### src/rtl/if_pkg.sv
// Shared types and sizing for the instruction fetch unit.
package if_pkg;

    localparam int unsigned XLEN      = 32;
    localparam int unsigned BUF_DEPTH = 2;
    localparam int unsigned CNT_W     = 2;

    typedef enum logic [1:0] {
        IDLE  = 2'd0,
        REQ   = 2'd1,
        DROP  = 2'd2,
        FAULT = 2'd3
    } fetch_state_t;

    typedef struct packed {
        logic [XLEN-1:0] pc;
        logic [XLEN-1:0] instr;
    } fetch_entry_t;

    function automatic logic [XLEN-1:0] word_align(input logic [XLEN-1:0] a);
        return a & ~XLEN'(3);
    endfunction

endpackage

### src/rtl/fetch_buffer.sv
// Two-entry FIFO of {pc, instr} pairs between fetch and decode.
module fetch_buffer
    import if_pkg::*;
(
    input  logic               clk,
    input  logic               rst,
    input  logic               push,
    input  fetch_entry_t       push_data,
    input  logic               pop,
    input  logic               flush,
    output fetch_entry_t       head,
    output logic [CNT_W-1:0]   count,
    output logic               not_empty
);

    fetch_entry_t     mem [BUF_DEPTH];
    logic             rd_ptr;
    logic             wr_ptr;
    logic             do_push;
    logic             do_pop;
    logic [CNT_W-1:0] count_nxt;

    // A push into a full buffer is only accepted when a pop frees a slot.
    always_comb begin
        do_pop    = pop && (count != '0);
        do_push   = push && ((count != CNT_W'(BUF_DEPTH)) || do_pop);
        count_nxt = count + CNT_W'(do_push) - CNT_W'(do_pop);
    end

    always_ff @(posedge clk or posedge rst) begin
        if (rst) begin
            count     <= '0;
            rd_ptr    <= 1'b0;
            wr_ptr    <= 1'b0;
            not_empty <= 1'b0;
            mem[0]    <= '0;
            mem[1]    <= '0;
        end else if (flush) begin
            count     <= '0;
            rd_ptr    <= 1'b0;
            wr_ptr    <= 1'b0;
            not_empty <= 1'b0;
        end else begin
            if (do_push) begin
                mem[wr_ptr] <= push_data;
                wr_ptr      <= ~wr_ptr;
            end
            if (do_pop) begin
                rd_ptr <= ~rd_ptr;
            end
            count     <= count_nxt;
            not_empty <= (count_nxt != '0);
        end
    end

    assign head = mem[rd_ptr];

endmodule

### src/rtl/instruction_fetch.sv
// Instruction fetch: single-outstanding memory requests feeding a 2-entry buffer.
// Optional FETCH_MISALIGN_TRAP_EN traps misaligned fetch PCs into FAULT.
module instruction_fetch
    import if_pkg::*;
(
    input  logic            clk,
    input  logic            rst,
    input  logic [XLEN-1:0] pc_now,
    output logic            pc_advance,
    output logic            imem_req,
    output logic [XLEN-1:0] imem_addr,
    input  logic            imem_ack,
    input  logic [XLEN-1:0] imem_rdata,
    input  logic            redirect,
    output logic            instr_valid,
    input  logic            instr_ready,
    output logic [XLEN-1:0] instr,
    output logic [XLEN-1:0] instr_pc
`ifdef FETCH_MISALIGN_TRAP_EN
    ,
    output logic            fetch_fault
`endif
);

    fetch_state_t     state;
    fetch_state_t     state_nxt;
    logic             load_addr;
    logic             push;
    logic             pop;
    logic [CNT_W-1:0] count;
    logic [CNT_W-1:0] post_cnt;
    logic [XLEN-1:0]  fetch_pc;
    fetch_entry_t     push_entry;
    fetch_entry_t     head;

    // The program counter moves to pc_now+4 on the same edge as a push, so
    // a back-to-back request must capture that address rather than pc_now.
    always_comb begin
        push       = (state == REQ) && imem_ack && !redirect;
        pop        = instr_valid && instr_ready && !redirect;
        post_cnt   = count + CNT_W'(push) - CNT_W'(pop);
        fetch_pc   = push ? (pc_now + XLEN'(4)) : pc_now;
        push_entry = '{pc: imem_addr, instr: imem_rdata};
    end

    assign pc_advance = push;

    always_comb begin
        state_nxt = state;
        load_addr = 1'b0;
        case (state)
            IDLE: begin
                if (!redirect && (count <= CNT_W'(1))) begin
                    state_nxt = REQ;
                    load_addr = 1'b1;
                end
            end
            REQ: begin
                if (imem_ack) begin
                    if (!redirect && (post_cnt == CNT_W'(BUF_DEPTH))) begin
                        state_nxt = IDLE;
                    end else begin
                        state_nxt = REQ;
                        load_addr = 1'b1;
                    end
                end else if (redirect) begin
                    state_nxt = DROP;
                end
            end
            DROP: begin
                if (imem_ack) begin
                    state_nxt = REQ;
                    load_addr = 1'b1;
                end
            end
            FAULT: begin
                if (redirect) begin
                    state_nxt = IDLE;
                end
            end
            default: state_nxt = IDLE;
        endcase
`ifdef FETCH_MISALIGN_TRAP_EN
        if (load_addr && (fetch_pc[1:0] != 2'b00)) begin
            state_nxt = FAULT;
            load_addr = 1'b0;
        end
`endif
    end

    // DROP keeps the request asserted so the abandoned access still completes.
    always_ff @(posedge clk or posedge rst) begin
        if (rst) begin
            state     <= IDLE;
            imem_req  <= 1'b0;
            imem_addr <= '0;
        end else begin
            state    <= state_nxt;
            imem_req <= (state_nxt == REQ) || (state_nxt == DROP);
            if (load_addr) begin
                imem_addr <= word_align(fetch_pc);
            end
        end
    end

`ifdef FETCH_MISALIGN_TRAP_EN
    always_ff @(posedge clk or posedge rst) begin
        if (rst) begin
            fetch_fault <= 1'b0;
        end else begin
            fetch_fault <= (state_nxt == FAULT);
        end
    end
`endif

    fetch_buffer u_buf (
        .clk       (clk),
        .rst       (rst),
        .push      (push),
        .push_data (push_entry),
        .pop       (pop),
        .flush     (redirect),
        .head      (head),
        .count     (count),
        .not_empty (instr_valid)
    );

    assign instr    = head.instr;
    assign instr_pc = head.pc;

endmodule
### config.mk
export PLATFORM = sky130hd
export DESIGN_NAME = instruction_fetch
export DESIGN_NICKNAME = d
export VERILOG_FILES = /design/src/rtl/if_pkg.sv /design/src/rtl/fetch_buffer.sv /design/src/rtl/instruction_fetch.sv
export SDC_FILE = /design/constraint.sdc
export NUM_CORES = 1
export LEC_CHECK = 0
export CORE_MARGIN = 2
export CORE_UTILIZATION = 56
export CTS_CLUSTER_SIZE = 24
export DETAILED_ROUTE_END_ITERATION = 7
export PLACE_DENSITY = 0.86
export SLEW_MARGIN = 20
export SYNTH_ARGS = -nofsm -noshare
export SYNTH_HDL_FRONTEND = slang
export SYNTH_HIERARCHICAL = 1
export SYNTH_SLANG_ARGS = --single-unit
export TNS_END_PERCENT = 5
### constraint.sdc
create_clock -name clk -period 9.3 [get_ports clk]
set_input_delay 1.86 -clock clk [delete_from_list [all_inputs] [get_ports clk]]
set_output_delay 1.86 -clock clk [all_outputs]
set_load 0.03 [all_outputs]
==> impl_metrics.ini, run 1 <==
[sta]
tns_ns = 0
tightest_slew_ns = 1.046
rsz0062_at_grt = false
hold_viol_final = 0
fmax_ghz = 0.1754
finalCritPeriodShare_pct = 61.31
slew_viol_final = 0
finalCriticalPeriod_ns = 5.702
setup_violations = 0
relSlewSlack_pct = 30.29
finClkSkew_ns = 0.008862

[layout]
layout_common_cells = 165 x dfrtp_1, 163 x clkdlybuf4s50_1, 86 x mux2_2, 60 x mux2_4, 53 x mux2_1
nets = 824
mostFrequentLayoutCell = dfrtp_1
drive_gt1_share_pct = 25.65
antenna_cells = 0
nFillCells = 944
syn2layout_area_growth_pct = 26.66

[setup_path]
required_ns = 7.44
slowest_stage = clkdlybuf4s50_1
critPathKind = in -> out
r2r-start = state[1]$_DFF_PP0_
path_max_fanout = 17
worst_r2r_endpoint = u_buf/mem[35]$_DFFE_PP0P_
cp_cell_sequence = clkdlybuf4s50_1, and4bb_4, clkdlybuf4s50_1
critPathCaptureType = primary output
reg2reg_depth = 4
crit_top_cell = clkdlybuf4s50_1
critPathMaxStageDelay_ns = 0.74
cp.arrival_ns = 3.84
regToRegSetupSlack_ns = 6.37
critPathLaunchType = primary input

[global_routing]
grt_usage_pct = 24.20
grt_pass1_wl_mm = 30.30
antenna_found_initial = 0
grt_start_max_net_pins = 83
met2_usage_pct = 40.51
grt-ovfl-total = 0
grt.busiest_layer = met2
grt_util_met1_pct = 31.98
grtUsageMet3_pct = 5.477
grt_pass1_vias = 5807

[route]
viasPerCell = 5.857
ant_nets = 0
vias = 5552
drtIter0Drc = 355
first_pass_iters = 5
drc_errors = 0
route.detailed.wl_per_inst_um = 19.65
routed_wirelength_mm = 18.63

[cts]
cts_setup_buffers = 0
cts.path.max_buffers = 2
clock_sinks = 166
cts_resized = 0
numCtsBuffers = 17
insertion_delay_ns = 0.42
clk_root_buffer_cell = clkbuf_16
hold_buffers = 0
clkSlewWorstSetupHoldPaths_ns = 0.06
cts_tree = yes
cts_max_level = 4

[min_path]
min_from = u_buf/mem[89]$_DFFE_PP0P_
holdPathStages = 1
hold_path_class = reg -> reg
hold_end = u_buf/mem[89]$_DFFE_PP0P_

[floorplan]
core_area_um2 = 14420
rows = 44
die_w_um = 125.2
io_pins = 168
initial_core_util_pct = 57.04
die_y_um = 125.2
design.die.area_um2 = 15680

[logic_synthesis]
ys_ff_latch = 166
ys_seq_area_share_pct = 50.49
yosys.area_share.xor_xnor_pct = 1.384
synth_top_family_by_area = multiplexers
synth_flop_cell = dfrtp_1
synth.area.mux_share_pct = 30.22
synthCells = 598
synth-simple-area-share_pct = 8.183
ys_warn_count = 6
synth_fa_ha_area_share_pct = 0.6084
synth_cell_types = 52
synth_async_sr_flop_share_pct = 100.0
synth_edf_count = 0
avgSynthCellArea_um2 = 13.76
synth-compound-area-share_pct = 4.395
synth_area_um2 = 8227

[power_and_ir_drop]
p_sw_mw = 1.292
p_sw_share_pct = 36.48
combPwrFrac_pct = 44.3
p_int_mw = 2.250
pwr-share-clk_pct = 19.7
seq_power_share_pct = 36.0
finalPower_mw = 3.542
p_per_area_nw_per_um2 = 340.0
worst_ir_drop_vdd_uv = 248.1
cellLeakagePower_nw = 4.357

[place]
dp_hpwl_mm = 12.44
io_buffers = 163
gp_congestion = 0.8993

[status]
status = finished clean

[flow_run]
drv_cap = 0
==> final cells by class <==
| class | count | area, µm² | area share (%) |
|---|---|---|---|
| inverter | 11 | 43.79 | 0.4203 |
| tap | 184 | 230.2 | 2.209 |
| multi-input combinational | 386 | 3720 | 35.70 |
| timing repair buffer | 169 | 1680 | 16.13 |
| sequential | 166 | 4155 | 39.88 |
| clock inverter | 7 | 95.09 | 0.9126 |
| clock buffer | 25 | 495.5 | 4.755 |
==> how the worst max path moves through the flow <==
stage,start,end,slack [ns],depth (start not counted)
3_3_place_gp,redirect,pc_advance,3.67,3
5_1_grt,redirect,pc_advance,3.52,3
6_report,redirect,pc_advance,3.60,3
3_5_place_dp,redirect,pc_advance,3.63,3
2_1_floorplan,rst,u_buf/count[0]$_DFF_PP0_,3.89,1
4_1_cts,redirect,pc_advance,3.62,3
==> synthesized netlist by cell type, drive strengths merged, types with 7 or more instances <==
cell / n / area (µm²)
a21oi: 7 / 50.05
inv: 11 / 41.29
nor3: 26 / 130.1
or4: 11 / 82.58
a31oi: 20 / 125.1
mux2: 199 / 2466
nand4: 11 / 83.83
nand3: 7 / 35.03
xnor2: 12 / 105.1
clkbuf: 13 / 68.82
buf: 27 / 274.0
nand2: 15 / 56.30
o31ai: 11 / 82.58
or3: 8 / 50.05
dfrtp: 166 / 4154
==> worst max-delay path, delay by kind of cell <==
| kind | cells | cell delay (ns) |
|---|---|---|
| AND/OR/NAND/NOR | 1 | 0.63 |
| buffers and inverters | 2 | 1.35 |
==> power by group through the flow <==
| stage | Combinational (mW) | Clock (mW) | Sequential [mW] |
|---|---|---|---|
| after global placement | 1.54 | 0 | 1.25 |
| final | 1.57 | 0.697 | 1.27 |
| after CTS | 1.58 | 0.716 | 1.27 |
| after floorplan | 0.923 | 0 | 1.33 |
| after global routing | 1.65 | 0.744 | 1.32 |
| after detailed placement | 1.57 | 0 | 1.28 |
==> metrics by stage <==
stage | hold slack, ns | cells | worst slack, ns | utilization (%) | area [µm²]
finish | 0.4871 | 948 | 3.598 | 72.24 | 10420
global route | 0.5078 | 948 | 3.519 | 72.24 | 10420
CTS | 0.4929 | 948 | 3.623 | 72.22 | 10420
detailed placement | 0.4777 | 916 | 3.633 | 68.12 | 9826
global placement | 0.4616 | 916 | 3.665 | 68.12 | 9826
floorplan | 0.4522 | 603 | 3.886 | - | 8245
==> state kept, by name (all words and copies together) (netlist names) <==
name and count:
u_buf/mem 128, imem_addr 30, state 2, u_buf/count 2, imem_req 1, u_buf/not_empty 1, u_buf/rd_ptr 1, u_buf/wr_ptr 1
==> metal layers <==
layer  vias up  wire length [µm]
met1      2800              7935
met3        24              1269
met4         0               237
met5         -                 0
li1       2501                 -
met2       227              9183
==> logic make-up after synthesis <==
group	after synthesis
AO/OA/AOI/OAI	52
multiplexers	201
XOR/XNOR	13
adder cells (fa/ha/maj)	4
AND/OR/NAND/NOR	110
buffers and inverters	51
flip-flops	166
other	1
No activity file was read; power rests on OpenSTA's default activity.
==> run 2, diff against run 1 <==
--- a/config.mk
+++ b/config.mk
@@ -6,10 +6,10 @@
 export NUM_CORES = 1
 export LEC_CHECK = 0
 export CORE_MARGIN = 2
-export CORE_UTILIZATION = 56
+export CORE_UTILIZATION = 47
 export CTS_CLUSTER_SIZE = 24
 export DETAILED_ROUTE_END_ITERATION = 7
-export PLACE_DENSITY = 0.86
+export PLACE_DENSITY = 0.77
 export SLEW_MARGIN = 20
 export SYNTH_ARGS = -nofsm -noshare
 export SYNTH_HDL_FRONTEND = slang
==> constraint.sdc (replaced) <==
create_clock -name clk -period 5.1 [get_ports clk]
set_input_delay 1.02 -clock clk [delete_from_list [all_inputs] [get_ports clk]]
set_output_delay 1.02 -clock clk [all_outputs]
set_load 0.03 [all_outputs]
==> run 2 against run 1 <==
Clock skew rose by 0.0013 ns. Die area rose by 19%. Count of clock-buffer cells in the layout shrank 3. Critical path depth did not move. Largest power group unchanged. Power increased by 81%. Hold slack worse by 0.0057 ns. First-iteration DRC count fell by 7.6%. Critical endpoint unchanged. Final cell count up 4.7%.
==> impl_metrics.ini, run 2 (synthesis results as in run 1) <==
[route]
drtIter0Drc = 328
drc_errors = 0
vias = 5537
first_pass_iters = 5
ant_nets = 0
routed_wirelength_mm = 18.84
route.detailed.wl_per_inst_um = 18.97
viasPerCell = 5.576

[place]
dp_hpwl_mm = 13.01
gp_congestion = 0.8283
io_buffers = 163

[sta]
finClkSkew_ns = 0.01020
tns_ns = 0
setup_violations = 0
finalCriticalPeriod_ns = 3.986
fmax_ghz = 0.2509
rsz0062_at_grt = false
slew_viol_final = 0
hold_viol_final = 0
relSlewSlack_pct = 43.91
tightest_slew_ns = 0.8413
finalCritPeriodShare_pct = 78.16

[flow_run]
drv_cap = 0

[setup_path]
critPathLaunchType = primary input
path_max_fanout = 17
cp.arrival_ns = 2.97
critPathKind = in -> out
critPathCaptureType = primary output
required_ns = 4.08

[layout]
drive_gt1_share_pct = 26.30
largest_reg_flops = 128
antenna_cells = 0
regMostFlops = u_buf/mem
nets = 828
top_regs = u_buf/mem x128, imem_addr x30
nFillCells = 1344
syn2layout_area_growth_pct = 27.57
mostFrequentLayoutCell = dfrtp_1
layout_common_cells = 165 x dfrtp_1, 163 x clkdlybuf4s50_1, 86 x mux2_2, 60 x mux2_4, 53 x mux2_1

[floorplan]
design.die.area_um2 = 18580
die_y_um = 136.3
core_area_um2 = 17180
rows = 48
io_pins = 168
die_w_um = 136.3
initial_core_util_pct = 47.89

[cts]
hold_buffers = 0
numCtsBuffers = 17
cts_setup_buffers = 0
clkSlewWorstSetupHoldPaths_ns = 0.06
insertion_delay_ns = 0.42
cts_tree = yes
clk_root_buffer_cell = clkbuf_16
cts_resized = 0
clock_sinks = 166
cts.path.max_buffers = 2
cts_max_level = 4

[global_routing]
grt_start_max_net_pins = 96
grt_pass1_vias = 5675
grt-ovfl-total = 0
grt_usage_pct = 21.07
antenna_found_initial = 0
grt_pass1_wl_mm = 30.32

[min_path]
hold_path_class = reg -> reg

[status]
status = finished clean

[power_and_ir_drop]
p_per_area_nw_per_um2 = 610.2
worst_ir_drop_vdd_uv = 257.1
cellLeakagePower_nw = 4.380
finalPower_mw = 6.404
## run 2: changes by cell type in the layout (fill, tap and decap cells not counted)
cell and change:
buf_12 +1, buf_4 +4, buf_6 -1, bufinv_16 -1, clkbuf_1 -2, clkbuf_8 -1
clkinv_2 +1, clkinv_4 +5, clkinvlp_4 -2, inv_4 -1, inv_6 +1, or2_0 -1
or2_1 +1
## run 2: layout make-up
cell class / instances / area (µm²) / share of cell area [%]
well taps: 225 / 281.5 / 2.682
flip-flops and latches: 166 / 4155 / 39.59
clock buffers: 22 / 474.2 / 4.518
clock inverters: 10 / 98.84 / 0.9418
repair buffers: 173 / 1719 / 16.38
inverters: 11 / 46.29 / 0.4411
multi-input cells: 386 / 3720 / 35.44
## run 2: worst paths after layout
kind,startpoint,endpoint,slack [ns],depth (start not counted)
hold / removal,u_buf/mem[34]$_DFFE_PP0P_,u_buf/mem[34]$_DFFE_PP0P_,0.48,1
setup / recovery,redirect,pc_advance,1.11,3
setup reg to reg,state[1]$_DFF_PP0_,u_buf/mem[34]$_DFFE_PP0P_,2.44,4
hold reg to reg,u_buf/mem[34]$_DFFE_PP0P_,u_buf/mem[34]$_DFFE_PP0P_,0.48,1
max in group asynchronous,rst,u_buf/rd_ptr$_DFFE_PP0P_,2.84,3
min in group asynchronous,rst,state[0]$_DFF_PP0_,1.13,3
## run 2: stage by stage
| step | cells | instance area, µm² | hold WS (ns) | utilization [%] | setup WS [ns] |
|---|---|---|---|---|---|
| final | 993 | 10500 | 0.4814 | 61.10 | 1.114 |
| after global routing | 993 | 10500 | 0.4963 | 61.10 | 1.055 |
| after CTS | 993 | 10500 | 0.4836 | 61.10 | 1.111 |
| after detailed placement | 961 | 9922 | 0.4684 | 57.77 | 1.100 |
| after global placement | 961 | 9922 | 0.4632 | 57.77 | 1.130 |
| after floorplan | 603 | 8245 | 0.4522 | - | 0.5256 |
## run 2: power by group
| group | switching (mW) | leakage (nW) | internal, mW |
|---|---|---|---|
| combinational | 1.44 | 2.04 | 1.43 |
| sequential | 0.406 | 2.07 | 1.91 |
| clock | 0.511 | 0.276 | 0.713 |
## run 2: worst max-delay path, stage by stage
cell             delay (ns)
clkdlybuf4s50_1        0.59
and4bb_4               0.62
clkdlybuf4s50_1        0.73
## run 2: routing by layer
layer | up-vias | routed length (µm) | share of wire [%] | GRT usage (%)
met5 | - | 0 | 0 | 0
met4 | 0 | 292 | 1.6 | 6.308
met3 | 19 | 1152 | 6.1 | 5.295
met2 | 187 | 9186 | 49 | 33.61
met1 | 2818 | 8206 | 44 | 28.46
li1 | 2513 | - | - | -
